### config.mk
export PLATFORM = sky130hd
export DESIGN_NAME = ram_access_ctrl
export DESIGN_NICKNAME = d
export VERILOG_FILES = /design/src/rtl/ram_access_ctrl_pkg.sv /design/src/rtl/ram_strobe_merge.sv /design/src/rtl/ram_access_ctrl.sv
export SDC_FILE = /design/constraint.sdc
export NUM_CORES = 1
export LEC_CHECK = 0
export CORE_UTILIZATION = 40
export CTS_CLUSTER_DIAMETER = 150
export DETAILED_ROUTE_END_ITERATION = 16
export GPL_TIMING_DRIVEN = 0
export HOLD_SLACK_MARGIN = 0.02
export PLACE_DENSITY = 0.79
export SETUP_SLACK_MARGIN = 0.4
export SYNTH_ARGS = -nofsm -noshare
export SYNTH_HDL_FRONTEND = slang
export SYNTH_SLANG_ARGS = --single-unit
### constraint.sdc
create_clock -name clk_i -period 3.5 [get_ports clk_i]
set_input_delay 0.35 -clock clk_i [delete_from_list [all_inputs] [get_ports clk_i]]
set_output_delay 0.35 -clock clk_i [all_outputs]
set_load 0.01 [all_outputs]
### src/rtl/ram_access_ctrl_pkg.sv
// rtl/ram_access_ctrl_pkg.sv - shared state encoding and strobe helpers for ram_access_ctrl
//
// Purpose: state encoding constants for the controller FSM and the
// byte-enable to bit-mask expansion used by the partial-store merge.
// Contents:
//   state_e       controller FSM states
//   DATA_W/STRB_W data word and strobe widths
//   strb_to_mask  4-bit byte strobe -> 32-bit bit mask
package ram_access_ctrl_pkg;

    localparam int DATA_W = 32;
    localparam int STRB_W = 4;

    typedef enum logic [2:0] {
        S_IDLE       = 3'd0,
        S_RD_ISSUE   = 3'd1,
        S_RD_CAPTURE = 3'd2,
        S_RESP       = 3'd3,
        S_RMW_ISSUE  = 3'd4,
        S_RMW_MERGE  = 3'd5,
        S_WR_ISSUE   = 3'd6,
        S_WR_GAP     = 3'd7
    } state_e;

    function automatic logic [DATA_W-1:0] strb_to_mask(input logic [STRB_W-1:0] strb);
        logic [DATA_W-1:0] mask;
        for (int i = 0; i < STRB_W; i++) begin
            mask[8*i +: 8] = {8{strb[i]}};
        end
        return mask;
    endfunction

endpackage

### src/rtl/ram_strobe_merge.sv
// rtl/ram_strobe_merge.sv - combinational byte-strobe merge of old and new words
//
// Purpose: builds the write word for a partial store: bytes with their
// strobe set come from new_i, the rest are kept from old_i.
// Ports:
//   old_i     [31:0]  word read back from the RAM
//   new_i     [31:0]  store data
//   strb_i    [3:0]   byte enables, bit i covers bits [8i+7:8i]
//   merged_o  [31:0]  merged word
module ram_strobe_merge
    import ram_access_ctrl_pkg::*;
(
    input  logic [DATA_W-1:0] old_i,
    input  logic [DATA_W-1:0] new_i,
    input  logic [STRB_W-1:0] strb_i,
    output logic [DATA_W-1:0] merged_o
);

    logic [DATA_W-1:0] mask;

    assign mask     = strb_to_mask(strb_i);
    assign merged_o = (old_i & ~mask) | (new_i & mask);

endmodule

### src/rtl/ram_access_ctrl.sv
// rtl/ram_access_ctrl.sv - requester-side load/store controller for a single-port block RAM
//
// Purpose: accepts byte-addressed load/store requests, drives the RAM word
// read/write ports, returns load data on a held response channel, and
// inserts a dead cycle after every RAM write so no read ever lands in the
// RAM's write-forwarding window.
// Configuration macro: RAM_ACCESS_CTRL_RMW_EN
//   defined   - partial stores are resolved by read-modify-write, zero-strobe
//               stores are consumed without a RAM access
//   undefined - strobes are ignored, every store writes the full word
// Ports:
//   clk_i, rst_i                      clock, asynchronous active-high reset
//   req_valid_i/req_ready_o           request handshake
//   req_we_i, req_addr_i, req_wstrb_i, req_wdata_i   request fields
//   resp_valid_o/resp_ready_i, resp_rdata_o          load response
//   ram_rden_o, ram_raddr_o, ram_rdata_i             RAM read port
//   ram_wren_o, ram_waddr_o, ram_wdata_o             RAM write port
module ram_access_ctrl
    import ram_access_ctrl_pkg::*;
#(
    parameter int WIDTH = 10
) (
    input  logic              clk_i,
    input  logic              rst_i,
    input  logic              req_valid_i,
    output logic              req_ready_o,
    input  logic              req_we_i,
    input  logic [WIDTH+1:0]  req_addr_i,
    input  logic [STRB_W-1:0] req_wstrb_i,
    input  logic [DATA_W-1:0] req_wdata_i,
    output logic              resp_valid_o,
    input  logic              resp_ready_i,
    output logic [DATA_W-1:0] resp_rdata_o,
    output logic              ram_rden_o,
    output logic [WIDTH-1:0]  ram_raddr_o,
    input  logic [DATA_W-1:0] ram_rdata_i,
    output logic              ram_wren_o,
    output logic [WIDTH-1:0]  ram_waddr_o,
    output logic [DATA_W-1:0] ram_wdata_o
);

    state_e            state_q, state_d;
    logic              ram_rden_q, ram_rden_d;
    logic [WIDTH-1:0]  ram_raddr_q, ram_raddr_d;
    logic              ram_wren_q, ram_wren_d;
    logic [WIDTH-1:0]  ram_waddr_q, ram_waddr_d;
    logic [DATA_W-1:0] ram_wdata_q, ram_wdata_d;
    logic              resp_valid_q, resp_valid_d;
    logic [DATA_W-1:0] resp_rdata_q, resp_rdata_d;

    // Byte offset bits never select anything; the word index is the
    // upper WIDTH bits, so addresses wrap naturally at the RAM size.
    logic [WIDTH-1:0]  req_word;
    logic              unused_addr_lsb;

    assign req_word        = req_addr_i[WIDTH+1:2];
    assign unused_addr_lsb = ^req_addr_i[1:0];

`ifdef RAM_ACCESS_CTRL_RMW_EN
    // Store fields held across the read-modify-write sequence.
    logic [WIDTH-1:0]  addr_q, addr_d;
    logic [DATA_W-1:0] wdata_q, wdata_d;
    logic [STRB_W-1:0] wstrb_q, wstrb_d;
    logic [DATA_W-1:0] merged;

    ram_strobe_merge u_merge (
        .old_i    (ram_rdata_i),
        .new_i    (wdata_q),
        .strb_i   (wstrb_q),
        .merged_o (merged)
    );
`else
    logic              unused_wstrb;

    assign unused_wstrb = ^req_wstrb_i;
`endif

    // Gated with reset so the controller never advertises readiness
    // while held in reset.
    assign req_ready_o  = (state_q == S_IDLE) && !rst_i;

    assign ram_rden_o   = ram_rden_q;
    assign ram_raddr_o  = ram_raddr_q;
    assign ram_wren_o   = ram_wren_q;
    assign ram_waddr_o  = ram_waddr_q;
    assign ram_wdata_o  = ram_wdata_q;
    assign resp_valid_o = resp_valid_q;
    assign resp_rdata_o = resp_rdata_q;

    always_ff @(posedge clk_i or posedge rst_i) begin
        if (rst_i) begin
            state_q      <= S_IDLE;
            ram_rden_q   <= 1'b0;
            ram_raddr_q  <= '0;
            ram_wren_q   <= 1'b0;
            ram_waddr_q  <= '0;
            ram_wdata_q  <= '0;
            resp_valid_q <= 1'b0;
            resp_rdata_q <= '0;
`ifdef RAM_ACCESS_CTRL_RMW_EN
            addr_q       <= '0;
            wdata_q      <= '0;
            wstrb_q      <= '0;
`endif
        end else begin
            state_q      <= state_d;
            ram_rden_q   <= ram_rden_d;
            ram_raddr_q  <= ram_raddr_d;
            ram_wren_q   <= ram_wren_d;
            ram_waddr_q  <= ram_waddr_d;
            ram_wdata_q  <= ram_wdata_d;
            resp_valid_q <= resp_valid_d;
            resp_rdata_q <= resp_rdata_d;
`ifdef RAM_ACCESS_CTRL_RMW_EN
            addr_q       <= addr_d;
            wdata_q      <= wdata_d;
            wstrb_q      <= wstrb_d;
`endif
        end
    end

    // RAM strobes are computed one state ahead so the registered outputs
    // line up with the state that owns them.
    always_comb begin
        state_d      = state_q;
        ram_rden_d   = 1'b0;
        ram_raddr_d  = ram_raddr_q;
        ram_wren_d   = 1'b0;
        ram_waddr_d  = ram_waddr_q;
        ram_wdata_d  = ram_wdata_q;
        resp_valid_d = resp_valid_q;
        resp_rdata_d = resp_rdata_q;
`ifdef RAM_ACCESS_CTRL_RMW_EN
        addr_d       = addr_q;
        wdata_d      = wdata_q;
        wstrb_d      = wstrb_q;
`endif

        case (state_q)
            S_IDLE: begin
                if (req_valid_i) begin
`ifdef RAM_ACCESS_CTRL_RMW_EN
                    addr_d  = req_word;
                    wdata_d = req_wdata_i;
                    wstrb_d = req_wstrb_i;
`endif
                    if (!req_we_i) begin
                        state_d     = S_RD_ISSUE;
                        ram_rden_d  = 1'b1;
                        ram_raddr_d = req_word;
`ifdef RAM_ACCESS_CTRL_RMW_EN
                    end else if (req_wstrb_i == 4'hF) begin
                        state_d     = S_WR_ISSUE;
                        ram_wren_d  = 1'b1;
                        ram_waddr_d = req_word;
                        ram_wdata_d = req_wdata_i;
                    end else if (req_wstrb_i == 4'h0) begin
                        state_d     = S_IDLE;
                    end else begin
                        state_d     = S_RMW_ISSUE;
                        ram_rden_d  = 1'b1;
                        ram_raddr_d = req_word;
                    end
`else
                    end else begin
                        state_d     = S_WR_ISSUE;
                        ram_wren_d  = 1'b1;
                        ram_waddr_d = req_word;
                        ram_wdata_d = req_wdata_i;
                    end
`endif
                end
            end
            S_RD_ISSUE: begin
                state_d = S_RD_CAPTURE;
            end
            S_RD_CAPTURE: begin
                state_d      = S_RESP;
                resp_valid_d = 1'b1;
                resp_rdata_d = ram_rdata_i;
            end
            S_RESP: begin
                if (resp_ready_i) begin
                    state_d      = S_IDLE;
                    resp_valid_d = 1'b0;
                end
            end
`ifdef RAM_ACCESS_CTRL_RMW_EN
            S_RMW_ISSUE: begin
                state_d = S_RMW_MERGE;
            end
            S_RMW_MERGE: begin
                state_d     = S_WR_ISSUE;
                ram_wren_d  = 1'b1;
                ram_waddr_d = addr_q;
                ram_wdata_d = merged;
            end
`endif
            S_WR_ISSUE: begin
                state_d = S_WR_GAP;
            end
            S_WR_GAP: begin
                state_d = S_IDLE;
            end
            default: begin
                state_d = S_IDLE;
            end
        endcase
    end

endmodule

==> impl_results.md, run 1 <==
* Initial antenna violation count at 0
* Post-DR vias/cell at about 4.8
* Synth-to-layout area growth at 56.1%
* Non-filler instance count after layout at around 500
* Worst setup margin at 1350 ps
* Data required time of the worst path at about 3200 ps
* CTS max path bufs at 2
* Most common cell in the synthesized netlist: dfrtp_1
* Synthesis Warnings at 0
* Crit Path Class: reg -> out
* Row count at 34
* Post-synthesis cell count at 205
* H-tree depth at 3
* Worst EP arrival at approximately 1800 ps
* Min cycle time layout at 2150 ps
* Status: finished clean
* #FFs+latches synth at 90
* Per-cell routed wire length at about 16 um
* IO Port Bufs at roughly 170
* Total power at around 5.0 mW
* Worst setup path start: state_q[1]
* Crit path cell chain: buf_2 -> nor4_1 -> clkdlybuf4s50_1
* Worst Setup End Kind: output pin
* Core area at a little under 9000 um^2
* Worst Path Max Fanout at 9
* Sequential share of power at about 36%
* Pre-CTS setup slack at 1520 ps
* Net switching power at about 1.4 mW
* Clock skew at about 13 ps
* Final core utilization at 64.9%
* EDFF count, synth at 0
* Starting Density at 41.6%
* CTS tree: built
* Total number of vias at between 2000 and 2500
* Die Height at 97.5 um
* Max IR drop VDD at roughly 0.43 mV
* Post-cts gate resize count at 0
* Worst-Margin Slew at roughly 340 ps
* Routed Antenna Nets at 0
* Syn_nets at 290
* Final wirelength at 7920 um
* RR Startpoint: state_q[2]
* Clock slew at reported path FFs at roughly 90 ps
* Synth area leader: dfrtp_1
* Total global-route track usage at between 10% and 20%
* # setup viols final at 0
* Max Cap Violations at 0
* Max incr delay on CP at 600 ps
* Top cell type's share of synthesized area at about 60%
* Hold Path Class: in -> async
* Unique masters post-synth at 20
* I/O pin count at between 150 and 200
* Largest net degree at the start of global routing at slightly below 70
* Share of layout cells above drive strength 1 at 30.0%
* Predominant post-synthesis flop cell: dfrtp_1
* N_diodes at 0
* Mean area per synthesized cell at between 15 and 20 um^2
* Cell Area, Synth at approximately 3600 um^2
* Fin area at 5690 um^2
* Commonest cells post-synth: dfrtp_1, mux2_4, mux2_2, buf_6
* First-pass GRT wire length at about 13000 um
* Placed cell areas at about 5500 um^2
* Global placement routability congestion at a little over 0.7
* Max-slew headroom at ~77%
* DRC Markers at 0
* Max Fclk at around 0.47 GHz
* Share of flip-flops with an asynchronous set or reset at between 90% and 100%
* Endpoints failing hold at 0
* RSZ-0062 raised after global routing: no
* Cells after DPL at 480
* TritonCTS Buffers at 9
* Router iterations before antenna repair at 4
* Net Sw Frac at between 20% and 30%
* Gate power share at 48.4%
* DP HPWL at slightly below 6000 um
* Max Slew Vio Count at 0
* CP Launch Type: register
* Nets at ~470
* Clock share of power at around 15%
* Period utilisation layout at around three fifths
* Number of DRC markers in iteration 0 at 41
* Die width at approximately 97 um
* Die Footprint at 9500 um^2
* Pwr/cell area at about 880 nW/um^2
* Clk_lat worst skew at roughly 350 ps
* Post-synthesis sequential area ratio at about three fifths
* Synth area leaders: dfrtp_1, mux2_4, mux2_2, buf_6, nor2_4
* Post-CTS Setup Bufs at 0
* Static leakage at between 2 and 3 nW
* Int Pwr at 3.57 mW
* Root buffer cell: clkbuf_8
* Vias in the first global route at about 2600
* Congestion Overflow GR at 0
* CTS Hold Bufs at 0
* Slowest cell on crit path: clkdlybuf4s50_1
* Clock Sink Count at 90
## sequential cells by signal, indices dropped and copies added, names as in the netlist
signal / flops
resp_rdata_o: 32
ram_raddr_o: 10
ram_rden_o: 1
ram_wren_o: 1
ram_wdata_o: 32
resp_valid_o: 1
ram_waddr_o: 10
state_q: 3
## power by group through the flow
| stage | sequential (mW) | clock, mW | combinational (mW) |
|---|---|---|---|
| 2_1_floorplan | 2.04 | 0 | 0.960 |
| 3_3_place_gp | 1.81 | 0 | 2.40 |
| 3_5_place_dp | 1.82 | 0 | 2.45 |
| 4_1_cts | 1.81 | 0.792 | 2.46 |
| 5_1_grt | 1.88 | 0.836 | 2.57 |
| 6_report | 1.81 | 0.769 | 2.42 |
## critical path, delay by kind of cell (launching register included)
kind	cells	cell delay, ps
DFF	1	360
and+or+nand+nor	1	310
buffers and inverters	2	790
## area by class of cell
class                      count  area, um^2
fill                         660        3070
sequential                    90        2250
clock inverter                 4        76.3
clock buffer                  11         141
inverter                       3        13.8
multi-input combinational    102        1280
timing repair buffer         167        1690
tap                          108         135
buffer                        10         103
## layer usage
| layer | wire length [um] | share of wire, % | global-route usage (%) | vias up |
|---|---|---|---|---|
| met5 | 0 | 0 | 0 | - |
| met4 | 121 | 1.5 | 5.66 | 0 |
| met3 | 507 | 6.4 | 5.90 | 10 |
| met2 | 3970 | 50 | 28.8 | 104 |
| met1 | 3320 | 42 | 21.8 | 1168 |
| li1 | - | - | - | 1072 |
## placed cells by master (no fill, tap or decap), types with 2 or more instances in the layout
cell type	n
a21o_1	2
a21oi_1	3
buf_6	8
bufinv_16	2
clkbuf_8	10
clkdlybuf4s50_1	166
dfrtp_1	90
inv_1	2
mux2_2	36
mux2_4	48
nand3b_1	2
nor2_4	2
## through the flow
| stage | hold slack [ps] | setup TNS [ps] |
|---|---|---|
| finish | 344 | 0 |
| global route | 346 | 0 |
| CTS | 334 | 0 |
| detailed placement | 480 | 0 |
| global placement | 470 | -52830 |
| floorplan | 459 | 0 |
## path summary, 6_finish.rpt
path / end / slack [ps] / depth (start not counted)
worst max-delay path: req_ready_o / 1350 / 3
worst min-delay path: ram_wdata_o[9] / 340 / 2
worst max register to register: resp_rdata_o[9] / 1980 / 4
worst min register to register: resp_valid_o / 500 / 1
max in group asynchronous: resp_rdata_o[3] / 2520 / 3
min in group clk_i: resp_valid_o / 500 / 1
## logic make-up (layout without fill, tap and decap cells)
| logic type | Yosys count | in the layout | synth area share [%] |
|---|---|---|---|
| compound gates | 7 | 7 | 1.24 |
| buf+inv | 13 | 195 | 3.12 |
| mux | 84 | 84 | 30.9 |
| simple gates | 11 | 11 | 2.95 |
| flops | 90 | 90 | 61.8 |
Power figures use the tool's default switching activity.
==> run 2, diff against run 1 <==
Clock period 3.5 ns to 2 ns, I/O delays scaled along.
==> run 2 against run 1 <==
  * Hold slack worse by 8.0 ps
  * Clock power is 50% higher
  * Utilization is 0.11 points lower
  * Critical path type unchanged
  * Highest routed layer unchanged
==> impl_results.md, run 2 (same netlist as run 1, synthesis figures left out) <==
* Status: finished clean
* Nets at 469 (+0.21%)
* Worst Setup EP: req_ready_o
* Final core utilization at 64.8% (-0.11 points)
* Grt met2 use at 28.7% (-0.16 points)
* GR peak layer: met2
* Final wirelength at 8070 um (+2.0%)
* Max incr delay on CP at 370 ps (-230 ps)
* Crit path cell chain: clkbuf_4 -> nor4_4 -> buf_2
* Worst Setup End Kind: output pin
* Clock slew at reported path FFs at 100 ps (about the same)
* Worst Path Max Fanout at 9 (unchanged)
* Pwr/cell area at 1510 nW/um^2 (+72%)
* Die Footprint at 9500 um^2 (unchanged)
* Non-filler instance count after layout at 497 (+0.40%)
* Placed cell areas at 5490 um^2 (+0.25%)
* CTS max path bufs at 2 (unchanged)
* Router iterations before antenna repair at 4 (unchanged)
* Fillcell total at 691 (+4.7%)
* Total power at 8.57 mW (+72%)
* CTS tree: built
* RR Endpoint: ram_raddr_o[0]
* Clock Sink Count at 90 (unchanged)
* RSZ-0062 raised after global routing: yes
* Cells after DPL at 481 (+0.21%)
* Global placement routability congestion at 0.766 (+8.9%)
* Critical path's top delay family: flip-flops
* Root buffer cell: clkbuf_8
* Per-cell routed wire length at 16.2 um (+1.6%)
* Grt met3 use at 4.53% (-1.4 points)
* Crit path depth at 3 (unchanged)
* Data required time of the worst path at 1800 ps (-1350 ps)
* Largest net degree at the start of global routing at 40 (-42%)
* Min cycle time layout at ~1500 ps
* CP Launch Type: register
* IO Port Bufs at 166 (unchanged)
* Core area at 8760 um^2 (unchanged)
* Period utilisation layout at around 75%
* Row count at 34 (unchanged)
* Clock skew at 13.0 ps (+0.452 ps)
* Initial antenna violation count at 0 (unchanged)
* Max Slew Vio Count at 0 (unchanged)
* N_diodes at 0 (unchanged)
* Die Height at 97.5 um (unchanged)
* Most common cell after layout, fill and taps aside: clkdlybuf4s50_1
* Worst setup margin at 490 ps (-861 ps)
* Static leakage at 2.53 nW (-0.90%)
* Hold Path Class: in -> async
* Routed Antenna Nets at 0 (unchanged)
* I/O pin count at 173 (unchanged)
* Number of DRC markers in iteration 0 at 32 (-22%)
* RR Startpoint: state_q[1]
* DRC Markers at 0 (unchanged)
* Reg2Reg Depth at 5 (+1)
* Worst setup path start: state_q[1]
* Starting Density at 41.6% (unchanged)
* H-tree depth at 3 (unchanged)
* Max Fclk at ~0.66 GHz
* DP HPWL at 5900 um (+0.67%)
* Worst-Margin Slew at 528 ps (+190 ps)
* Die width at 97.5 um (unchanged)
* Max Cap Violations at 0 (unchanged)
* First-pass GRT wire length at 13400 um (+2.6%)
* Max IR drop VDD at 0.868 mV (+100%)
* # setup viols final at 0 (unchanged)
* Total global-route track usage at 17.9% (+0.32 points)
* Met1 Resource Use GR at 23.8% (+2.0 points)
* Crit Path Class: reg -> out
* CTS Hold Bufs at 0 (unchanged)
* Setup TNS at 0 ps (unchanged)
* Clk_lat worst skew at 360 ps (about the same)
* Share of layout cells above drive strength 1 at 31.1% (+1.1 points)
* Fin area at 5680 um^2 (-0.18%)
* Slowest cell on crit path: dfrtp_1
* Endpoints failing hold at 0 (unchanged)
* CP Buf/Inv Count at 2 (unchanged)
* Congestion Overflow GR at 0 (unchanged)
* TritonCTS Buffers at 9 (unchanged)
* Post-DR vias/cell at 4.80 (+0.91%)
* Most frequent cells in the layout: clkdlybuf4s50_1, dfrtp_1, mux2_4
* Synth-to-layout area growth at 55.8%
* Vias in the first global route at 2570 (-1.9%)
* Total number of vias at 2385 (+1.3%)
* Flop-to-flop setup slack at 490 ps (-1490 ps)
* Worst EP arrival at 1310 ps (-490 ps)
* WHS at 336 ps (-8.05 ps)
* Pre-CTS setup slack at 248 ps (-1270 ps)
* Max-slew headroom at 64.7% (-13 points)
[run 2: routing by layer]
metal | up-vias | wire length, um
met5 | - | 0
met4 | 0 | 95
met3 | 10 | 504
met2 | 98 | 4020
met1 | 1201 | 3460
li1 | 1076 | -
[run 2: cell type report]
type | count | area (um^2) | area share, %
multi-input combinational | 102 | 1290 | 22.8
clock buffer | 11 | 141 | 2.49
buffer | 10 | 105 | 1.85
inverter | 3 | 15.0 | 0.264
sequential | 90 | 2250 | 39.7
timing repair buffer | 168 | 1700 | 29.9
tap | 108 | 135 | 2.38
clock inverter | 5 | 38.8 | 0.683
[run 2: timing repair]
| item | CTS | global route |
|---|---|---|
| endpoints found under the setup margin | 1 | 18 |
| gates resized for setup | 6 | 3 |
| setup buffers | 0 | 0 |
[run 2: worst min path at each step]
stage | startpoint | endpoint | slack [ps] | cells after the start
finish | rst_i | ram_wdata_o[15] | 340 | 2
floorplan | resp_ready_i | state_q[0] | 310 | 1
CTS | rst_i | ram_wdata_o[15] | 290 | 2
detailed placement | resp_valid_o | resp_valid_o | 470 | 1
global route | rst_i | ram_wdata_o[2] | 360 | 2
global placement | resp_valid_o | resp_valid_o | 470 | 1
[run 2: worst register-to-register path, cell delays in order, from the launching register on]
cell,delay (ps)
dfrtp_1,370
clkbuf_4,190
nor2_4,130
and3_4,210
buf_6,180
mux2_4,320
[run 2: power by group]
part | internal (mW) | total, mW | leakage (nW) | switching [mW]
registers | 2.70 | 3.17 | 1.09 | 0.468
clock network | 0.491 | 1.15 | 0.0782 | 0.655
logic | 2.82 | 4.25 | 1.36 | 1.43
total | 6.02 | 8.57 | 2.53 | 2.55
==> run 3, diff against run 2 <==
Clock period 2 ns to 1.6 ns, I/O delays scaled along.
==> run 3 against run 2 <==
  * First-iteration DRC count grew 25%
  * Sequential share of layout area fell by 2.1 points
  * Power increased by 28%
  * Flip-flop and latch count stayed put
  * Clock skew is 4.6 ps lower
  * Cell count increased by 5.4%
  * Sequential power rose by 25%
  * Critical path depth grew 2
  * Critical endpoint is now resp_rdata_o[9]
  * Largest cell class unchanged
  * Largest power group unchanged
==> impl_results.md, run 3 (same netlist as run 1, synthesis figures left out) <==
* Status: finished clean
* Hold Path Class: in -> async
* Per-cell routed wire length at 16.8 um (+3.5%)
* Static leakage at 2.83 nW (+12%)
* Clk_lat worst skew at 360 ps (about the same)
* Share of layout cells above drive strength 1 at 38.0% (+6.9 points)
* # setup viols final at 0 (unchanged)
* IO Port Bufs at 166 (unchanged)
* Total global-route track usage at 18.9% (+1.0 points)
* Max IR drop VDD at 0.942 mV (+8.5%)
* Worst-Margin Slew at 360 ps (-168 ps)
* Nets at 496 (+5.8%)
* Crit Path Class: reg -> reg
* Total power at 11.0 mW (+28%)
* Most frequent cells in the layout: dfrtp_1, clkdlybuf4s50_1, clkdlybuf4s15_1
* Gate power share at 50.9% (+1.3 points)
* Sequential share of power at 36.0% (-1.0 points)
* CTS max path bufs at 2 (unchanged)
* Data required time of the worst path at 1830 ps (+30 ps)
* Die Height at 97.5 um (unchanged)
* RR Startpoint: state_q[2]
* Max Slew Vio Count at 0 (unchanged)
* Die width at 97.5 um (unchanged)
* RR Endpoint: resp_rdata_o[9]
* Clock slew at reported path FFs at 90 ps (about the same)
* Total number of vias at 2465 (+3.4%)
* Vias in the first global route at 2697 (+4.9%)
* Net Sw Frac at 31.1% (+1.3 points)
* TritonCTS Buffers at 9 (unchanged)
* Final wirelength at 8810 um (+9.1%)
* Max Fclk at about 0.67 GHz
* First-pass GRT wire length at 13900 um (+3.5%)
* Core area at 8760 um^2 (unchanged)
* Row count at 34 (unchanged)
* Most common cell after layout, fill and taps aside: dfrtp_1
* Period utilisation layout at between 90% and 100%
* Endpoints failing hold at 0 (unchanged)
* DP HPWL at 6130 um (+4.0%)
* Root buffer cell: clkbuf_8
* N_diodes at 0 (unchanged)
* Largest net degree at the start of global routing at 42 (+5.0%)
* Reg2Reg Depth at 5 (unchanged)
* Max Cap Violations at 0 (unchanged)
* RSZ-0062 raised after global routing: yes
* WHS at 227 ps (-109 ps)
* Worst EP arrival at 1730 ps (+420 ps)
* Router iterations before antenna repair at 4 (unchanged)
* Final core utilization at 68.4% (+3.6 points)
* Max-slew headroom at 75.9% (+11 points)
* Die Footprint at 9500 um^2 (unchanged)
* Clock skew at 8.33 ps (-4.65 ps)
* Number of DRC markers in iteration 0 at 40 (+25%)
* CP Launch Type: register
* Routed Antenna Nets at 0 (unchanged)
* Net switching power at 3.42 mW (+34%)
* H-tree depth at 3 (unchanged)
* DRC Markers at 0 (unchanged)
* Worst Setup End Kind: register
* Clock share of power at 13.0% (-0.4 points)
* Starting Density at 41.6% (unchanged)
* Congestion Overflow GR at 0 (unchanged)
* Post-DR vias/cell at 4.70 (-2.0%)
* Min cycle time layout at between 1000 and 1500 ps
* Flop-to-flop setup slack at 110 ps (-380 ps)
* Pwr/cell area at 1830 nW/um^2 (+21%)
* I/O pin count at 173 (unchanged)
* Global placement routability congestion at 0.757 (-1.2%)
* Int Pwr at 7.57 mW (+26%)
* Synth-to-layout area growth at 64.5%
* Worst Path Max Fanout at 10 (+1)
* CTS Hold Bufs at 0 (unchanged)
* CTS tree: built
* Initial antenna violation count at 0 (unchanged)
* Clock Sink Count at 90 (unchanged)
run 3: cell types whose count changed in the layout (fill, tap and decap cells not counted), sizes merged, moves of 3 or more:
cell | before | now
clkinvlp | 5 | 2
buf | 12 | 39
clkdlybuf4s15 | 0 | 75
clkdlybuf4s50 | 165 | 78
clkbuf | 12 | 22
clkinv | 0 | 3
run 3: repair_timing:
action / 4_1_cts / 5_1_grt
hold endpoints to repair: 0 / 0
resized for setup: 151 / 60
cloned: 0 / 1
pin swaps: 2 / 3
setup buffers: 18 / 8
endpoints found under the setup margin: 173 / 135
run 3: layer usage:
metal / global-route usage [%] / part of all wire (%) / wire [um] / up-vias
li1: - / - / - / 1131
met1: 23.7 / 42 / 3670 / 1223
met2: 31.9 / 51 / 4480 / 100
met3: 5.18 / 6.5 / 570 / 11
met4: 5.43 / 1.1 / 99 / 0
met5: 0 / 0 / 0 / -
run 3: per-stage QoR:
step / instance area (um^2) / setup WS, ps / TNS, ps / instances
3_5_place_dp: 5530 / -104 / -4260 / 481
6_report: 6000 / 108 / 0 / 524
3_3_place_gp: 5490 / -706 / -56230 / 479
2_1_floorplan: 3700 / 236 / 0 / 205
5_1_grt: 6000 / 69.4 / 0 / 524
4_1_cts: 5870 / 139 / 0 / 515
run 3: worst max path at each step:
stage / from / end / slack, ps / depth (start not counted)
finish: state_q[2] / resp_rdata_o[9] / 110 / 5
global route: state_q[2] / ram_wdata_o[14] / 70 / 4
CTS: state_q[2] / resp_rdata_o[18] / 140 / 5
detailed placement: req_valid_i / ram_wdata_o[14] / -100 / 5
global placement: rst_i / state_q[2] / -710 / 2
floorplan: state_q[2] / resp_rdata_o[0] / 240 / 4
run 3: layout make-up:
cell class / instances / area, um^2
Sequential cell: 90 / 2250
Buffer: 10 / 183
Timing Repair Buffer: 195 / 1890
Fill cell: 637 / 2770
Clock inverter: 5 / 38.8
Clock buffer: 11 / 141
Tap cell: 108 / 135
Multi-Input combinational cell: 102 / 1340
Inverter: 3 / 15.0
run 3: power by group through the flow:
stage          Sequential [mW]  Combinational [mW]  Clock, mW
2_1_floorplan             4.48                2.23          0
3_3_place_gp              3.95                5.39          0
3_5_place_dp              4.00                5.52          0
4_1_cts                   3.94                5.39       1.47
5_1_grt                   4.10                5.92       1.56
6_report                  3.96                5.60       1.43
run 3: worst max-delay path, cell delays in order, from the launching register on:
cell and delay [ps]:
dfrtp_2 470, nand2b_4 170, nor2_4 120, buf_12 140
buf_12 130, mux2_2 340
